### config.mk
export PLATFORM = sky130hd
export DESIGN_NAME = inst_mem_arbiter
export DESIGN_NICKNAME = d
export VERILOG_FILES = /design/src/rtl/inst_mem_arbiter.sv
export SDC_FILE = /design/constraint.sdc
export NUM_CORES = 1
export LEC_CHECK = 0
export CAP_MARGIN = 40
export CORE_AREA = 2 2 93 95
export CTS_BUF_LIST = sky130_fd_sc_hd__clkbuf_4 sky130_fd_sc_hd__clkbuf_8 sky130_fd_sc_hd__clkbuf_16
export CTS_CLUSTER_DIAMETER = 60
export CTS_CLUSTER_SIZE = 12
export DETAILED_ROUTE_END_ITERATION = 10
export DIE_AREA = 0 0 95 97
export PLACE_DENSITY = 0.68
export SYNTH_ARGS = -nofsm -noshare
export SYNTH_HDL_FRONTEND = slang
export SYNTH_SLANG_ARGS = --single-unit
export TNS_END_PERCENT = 1
### constraint.sdc
create_clock -name clk -period 2.9 [get_ports clk]
set_clock_uncertainty 0.1 [all_clocks]
set_input_delay 0.58 -clock clk [delete_from_list [all_inputs] [get_ports clk]]
set_output_delay 0.58 -clock clk [all_outputs]
set_load 0.05 [all_outputs]
### src/rtl/inst_mem_arbiter.sv
// ============================================================================
//  Module   : inst_mem_arbiter
//  Purpose  : Shares a single-port synchronous-read instruction BRAM between
//             the fetch stage and the program loader. The loader has priority,
//             a burst counter keeps fetch from starving, and lock mode blocks
//             fetch. Optional counters: define INST_MEM_ARB_STATS_EN.
//  Revision : 1.0 - initial release
// ============================================================================
`default_nettype none

module inst_mem_arbiter #(
    parameter int ADDR_SIZE = 7,
    parameter int MAX_BURST = 4
) (
`ifdef INST_MEM_ARB_STATS_EN
    input  logic                   stat_clr,
    output logic [31:0]            stat_fetch_grants,
    output logic [31:0]            stat_load_grants,
    output logic [31:0]            stat_fetch_stalls,
`endif
    input  logic                   clk,
    input  logic                   rst,
    input  logic                   load_lock,
    input  logic                   fetch_req,
    input  logic [31:0]            fetch_addr,
    output logic                   fetch_ready,
    output logic                   fetch_rvalid,
    output logic [31:0]            fetch_inst,
    input  logic                   load_req,
    input  logic                   load_we,
    input  logic [31:0]            load_addr,
    input  logic [31:0]            load_wdata,
    output logic                   load_ready,
    output logic                   load_rvalid,
    output logic [31:0]            load_rdata,
    output logic                   mem_en,
    output logic                   mem_we,
    output logic [ADDR_SIZE-2:0]   mem_addr,
    output logic [31:0]            mem_wdata,
    input  logic [31:0]            mem_rdata
);

    typedef enum logic [0:0] {
        RUN  = 1'b0,
        LOCK = 1'b1
    } state_t;

    localparam logic [7:0] c_max_burst = 8'(MAX_BURST);

    state_t     r_state;
    logic [7:0] r_burst;
    logic       r_fetch_rvalid;
    logic       r_load_rvalid;

    logic w_lock;
    logic w_fetch_act;
    logic w_burst_full;
    logic w_load_gnt;
    logic w_fetch_gnt;

    // Lock takes effect in the very cycle load_lock rises, before the state updates.
    always_comb begin
        w_lock       = load_lock | (r_state == LOCK);
        w_fetch_act  = fetch_req & ~w_lock;
        w_burst_full = (r_burst == c_max_burst);
        w_load_gnt   = load_req & ~(w_fetch_act & w_burst_full);
        w_fetch_gnt  = w_fetch_act & ~w_load_gnt;
    end

    assign fetch_ready  = w_fetch_gnt;
    assign load_ready   = w_load_gnt;
    assign mem_en       = w_fetch_gnt | w_load_gnt;
    assign mem_we       = w_load_gnt & load_we;
    assign mem_addr     = w_load_gnt ? load_addr[ADDR_SIZE:2] : fetch_addr[ADDR_SIZE:2];
    assign mem_wdata    = load_wdata;

    assign fetch_rvalid = r_fetch_rvalid;
    assign load_rvalid  = r_load_rvalid;
    assign fetch_inst   = mem_rdata;
    assign load_rdata   = mem_rdata;

    // Byte-lane and out-of-range address bits are deliberately dropped.
    logic w_unused_addr;
    assign w_unused_addr = ^{fetch_addr[31:ADDR_SIZE+1], fetch_addr[1:0],
                             load_addr[31:ADDR_SIZE+1], load_addr[1:0]};

    always_ff @(posedge clk or negedge rst) begin
        if (!rst) begin
            r_state        <= RUN;
            r_burst        <= 8'd0;
            r_fetch_rvalid <= 1'b0;
            r_load_rvalid  <= 1'b0;
        end else begin
            case (r_state)
                RUN:     r_state <= load_lock ? LOCK : RUN;
                LOCK:    r_state <= load_lock ? LOCK : RUN;
                default: r_state <= RUN;
            endcase

            if (w_fetch_gnt || !fetch_req)
                r_burst <= 8'd0;
            else if (w_load_gnt && !w_burst_full)
                r_burst <= r_burst + 8'd1;

            r_fetch_rvalid <= w_fetch_gnt;
            r_load_rvalid  <= w_load_gnt & ~load_we;
        end
    end

`ifdef INST_MEM_ARB_STATS_EN
    always_ff @(posedge clk or negedge rst) begin
        if (!rst) begin
            stat_fetch_grants <= 32'd0;
            stat_load_grants  <= 32'd0;
            stat_fetch_stalls <= 32'd0;
        end else if (stat_clr) begin
            stat_fetch_grants <= 32'd0;
            stat_load_grants  <= 32'd0;
            stat_fetch_stalls <= 32'd0;
        end else begin
            if (w_fetch_gnt)
                stat_fetch_grants <= stat_fetch_grants + 32'd1;
            if (w_load_gnt)
                stat_load_grants <= stat_load_grants + 32'd1;
            if (fetch_req && !w_fetch_gnt)
                stat_fetch_stalls <= stat_fetch_stalls + 32'd1;
        end
    end
`endif

endmodule

`default_nettype wire

# Word-level counts from Yosys, hierarchy flattened
# Cells that the tools add are included.
# Widths: inputs -> output; s select.
[word_totals]
elab_cells = 27
latch_bits = 0
output_inout_bits = 108
romBits = 0
mem_bits_rw = 0
ff_bits = 11
mem_count = 0
[op_classes]
mux = 4
multipliers = 0
magnitude_cmp = 0
n_shift = 0
n_addsub = 1
reduce_logical = 5
n_div = 0
eq_ne = 1
n_bitwise = 12
[ops]
columns = ["op", "n"]
rows = [
  ["$mux 8", 2],
  ["$add 8x1->8 const B", 1],
  ["$eq 8x3->1 const B", 1],
  ["$and 1x1->1", 6],
  ["$mux 6", 1],
  ["$not 1->1", 4],
  ["$logic_not 1->1", 2],
  ["$or 1x1->1", 2],
  ["$reduce_bool 2->1", 1],
  ["$logic_and 1x1->1", 1],
  ["$logic_or 1x1->1", 1],
  ["$mux 1", 1],
]

# Logic depth before layout (Yosys ltp)
[depth]
ltp_word = 10
mapped_depth = 7

# Worst setup path before layout
# OpenSTA, ideal clock, no wires.
[synth_path]
path_kind = "input to output"
start = "input port load_lock"
end = "output port mem_addr[0]"
n_path_buf = 2
arrival_ns = 1.800
setup_slack_ns = 0.420
cell_stages = 5
required_ns = 2.220
path_cell_list = "or3_1 buf_2 o21a_1 buf_6 mux2_4"
[synth_via]
elab_chain_cells = 7
[synth_rtl]
columns = ["item", "line", "rtl"]
rows = [
  ["start: declaration", "23", "input logic load_lock,"],
  ["$or 1x1->1", "63", "w_lock = load_lock | (r_state == LOCK);"],
  ["$not 1->1", "64", "w_fetch_act = fetch_req & ~w_lock;"],
  ["$and 1x1->1", "64", ""],
  ["$and 1x1->1", "66", "w_load_gnt = load_req & ~(w_fetch_act & w_burst_full);"],
  ["$not 1->1", "66", ""],
  ["$and 1x1->1", "66", ""],
  ["net load_ready", "33", "output logic load_ready,"],
  ["$mux 6", "74", "assign mem_addr = w_load_gnt ? load_addr[ADDR_SIZE:2] : fetch_addr[ADDR_SIZE:2];"],
  ["end: declaration", "38", "output logic [ADDR_SIZE-2:0] mem_addr,"],
]
# The timed path passes the listed nets, and every way through them passes these cells.

# Worst setup path after layout
[layout_path]
start = "input port load_lock"
end = "output port mem_addr[0]"
[layout_via]
elab_chain_cells = 7
[layout_rtl]
columns = ["item", "line"]
rows = [
  ["$or 1x1->1", "63"],
  ["$not 1->1", "64"],
  ["$and 1x1->1", "64"],
  ["$and 1x1->1", "66"],
  ["$not 1->1", "66"],
  ["$and 1x1->1", "66"],
  ["$mux 6", "74"],
]
# No other way between the ends.

==> summary.txt <==
Routing
  • Vias: 668
  • Drt initial violations: 17
  • DRC violation count after routing: 0
  • Wirelength per Cell: 14.2 microns
  • Final wirelength: 2.95 mm
  • Via density: 3.23
  • Drt pass-1 iters: 4
  • Post-route ant nets: 0

Die
  • Rows: 33
  • Die area: 9220 sq um
  • Die Y: 97 microns
  • Initial Util: 17.0%
  • # IOs: 242
  • Chip width: 95 microns
  • Core area: 8130 sq um

CTS
  • Root Buffer: clkbuf_8
  • Clock Sinks: 11
  • CTS tree: yes
  • Maximum clock path buffer count: 2
  • CTS H-Tree Depth: 1
  • CTS buffer count: 3
  • Clock latency at the later pin of the worst-skew pair: 0.24 ns
  • Clock transition at the registers of the reported paths: 0.05 ns
  • Post-CTS Setup Bufs: 0
  • # hold bufs at CTS: 0

STA
  • Crit share post-route: 97.5%
  • Fin. Hold Viols: 0
  • Slew headroom: 65.3%
  • Setup violators final: 0
  • F_max: 0.354 GHz
  • Max-slew violations: 0
  • Final min period: 2.83 ns
  • Worst-margin pin slew: 0.519 ns
  • RSZ-0062 raised after global routing: false

Final layout
  • Diode count: 0
  • Fraction of layout cells with a size suffix above 1: 32.4%
  • Area Overhead vs Synth: -12.6%
  • Post-Layout Cell Count: 207
  • Fin area: 1210 sq um
  • NumNets Final: 239
  • Utilization after layout: 14.9%

Worst hold path
  • Hold path endpoint: r_burst[7]
  • Cell count of the worst hold path: 2
  • Kind of path behind the tightest hold check: flop to flop
  • Hold wc startpoint: r_burst[7]

Yosys
  • Mean Syn Cell Area: 8.66 sq um
  • Post-Syn Instances: 160
  • Syn nets: 296
  • Cell variety after synth: 30
  • Mux share of post-synthesis cell area: 6.50%
  • Combinational family with the most area after synthesis: buffers and inverters
  • Post-Synth Adder-Cell Area: 1.81%
  • Synthesized flop and latch total: 11
  • Compound-Gate Fraction of Synth Area: 3.88%
  • Mapped cell area: 1390 sq um
  • Sequential share of the synthesized area: 19.9%
  • Synth warnings: 0
  • Post-Synth XOR/XNOR Area: 2.53%
  • Synth Area in Simple Gates: 11.1%

Place
  • Routability Congestion: 0.821
  • Placed inst area: 1120 sq um
  • # port buffers: 29
  • DP Wirelength: 2.32 mm
  • Number of cells after detailed placement: 202

Worst setup path
  • Worst EP required: 2.22 ns
  • Reg2reg end: r_burst[2]
  • R2R setup slack: 1.07 ns
  • Crit end category: primary output
  • R2R depth: 7
  • Reg2reg start: r_burst[0]
  • Slowest cell on the critical path: clkdlybuf4s50_1
  • Slowest stage delay, CP: 0.42 ns
  • Critical path class: input port to primary output
  • Peak fanout along the critical path: 5
  • CP startpoint kind: input port
  • Worst-path cell chain: clkdlybuf4s50_1, or3_4, o21a_4, mux2_4, buf_6
  • CP arrival: 2.15 ns

Power
  • Max IR drop VDD: 118 uV
  • Power density over the cells: 375 nW/um^2
  • Leakage: 0.512 nW

Global routing
  • Overall Global Routing Usage: 6.23%
  • First-pass GRT wire length: 4.21 mm
  • Largest net degree at the start of global routing: 12
  • Antenna violations before repair: 0
  • Vias in the first global route: 655
  • Grt ovf: 0

Job
  • Max_cap viols: 0

Outcome
  • Status: finished clean
## how the worst max path moves through the flow
stage	endpoint	start	slack, ns	depth (start not counted)
6_report	mem_addr[0]	load_lock	0.07	5
5_1_grt	mem_addr[0]	load_lock	0.03	5
4_1_cts	mem_addr[1]	fetch_req	0.001	6
3_5_place_dp	mem_addr[1]	fetch_req	-0.20	6
3_3_place_gp	mem_addr[4]	fetch_req	-0.19	6
2_1_floorplan	mem_addr[0]	load_lock	0.42	5
## cell families (layout without fill, tap and decap cells)
family,Yosys count,after routing
compound gates,8,9
xor+xnor,4,4
fa+ha+maj,2,2
buf+inv,102,43
flops,11,11
mux,6,6
simple gates,27,27
## metal layers
| metal | vias to the layer above | global-route usage (%) | wire length [microns] |
|---|---|---|---|
| met1 | 290 | 6.20 | 1000 |
| met2 | 44 | 7.64 | 1120 |
| met4 | 0 | 3.90 | 130 |
| li1 | 306 | - | - |
| met3 | 28 | 6.70 | 695 |
| met5 | - | 0 | 0 |
## timing repair
item / in CTS / in global routing
cloned: 1 / 0
setup endpoints to repair: 8 / 6
gates resized for setup: 3 / 6
pin swaps: 1 / 1
hold endpoints to repair: 0 / 0
## worst max-delay path: cells and delay by family
family / cells / cell delay (ns)
buf+inv: 2 / 0.57
simple gates: 1 / 0.41
mux: 1 / 0.31
compound gates: 1 / 0.27
## power breakdown
part           leakage (nW)  switching, mW  internal, mW  total (mW)
clock                0.0262         0.0570         0.106       0.163
combinational         0.337         0.0666        0.0632       0.130
sequential            0.149        0.00381         0.158       0.162
total                 0.512          0.127         0.327       0.454
## synth_stat cells, drive strengths merged
| cell type | number | area, sq um |
|---|---|---|
| mux2 | 6 | 90.1 |
| a21oi | 2 | 10.0 |
| nand3 | 3 | 15.0 |
| and2 | 1 | 6.26 |
| and4bb | 1 | 12.5 |
| nor2 | 5 | 18.8 |
| o31ai | 1 | 7.51 |
| nor2b | 1 | 6.26 |
| nand4 | 4 | 25.0 |
| or2b | 1 | 7.51 |
| and4 | 1 | 8.76 |
| a21bo | 1 | 10.0 |
| clkbuf | 1 | 3.75 |
| a21boi | 1 | 7.51 |
| buf | 98 | 737 |
| xor2 | 4 | 35.0 |
| or3 | 2 | 12.5 |
| o21ai | 1 | 5.00 |
| dfrtp | 11 | 275 |
| nand2 | 3 | 11.3 |
| ha | 2 | 25.0 |
| o21a | 1 | 7.51 |
| nand3b | 1 | 7.51 |
| nor3 | 2 | 10.0 |
| a31oi | 1 | 6.26 |
| inv | 3 | 11.3 |
| and3 | 2 | 12.5 |
## flip-flops by register name (all words and copies together), names as in the netlist
signal and count:
load_rvalid 1, r_burst 8, fetch_rvalid 1, r_state 1
## per-stage QoR
stage	TNS [ns]	total power, mW	hold slack [ns]	worst slack (ns)
3_5_place_dp	-1.27	0.287	0.440	-0.196
4_1_cts	0	0.458	0.449	0.00113
6_report	0	0.454	0.443	0.0727
3_3_place_gp	-1.25	0.287	0.428	-0.192
2_1_floorplan	0	0.588	0.184	0.420
5_1_grt	0	0.480	0.521	0.0333
## final cells by class
class                           instances  area, sq um
Clock buffer                            4         48.8
Fill cell                             899         6920
Inverter                                3         11.3
Multi-Input combinational cell         48          379
Sequential cell                        11          275
Tap cell                              105          131
Timing Repair Buffer                   36          364
## layout by cell type (no fill, tap or decap), drive strengths merged, types with 3 or more instances in the layout
cell           netlist  final
buf                 98     17
clkbuf               1      4
clkdlybuf4s50        0     18
dfrtp               11     11
inv                  3      3
mux2                 6      6
nand2                3      3
nand3                3      3
nand4                4      4
nor2                 5      5
xor2                 4      4
Power figures use the tool's default switching activity.
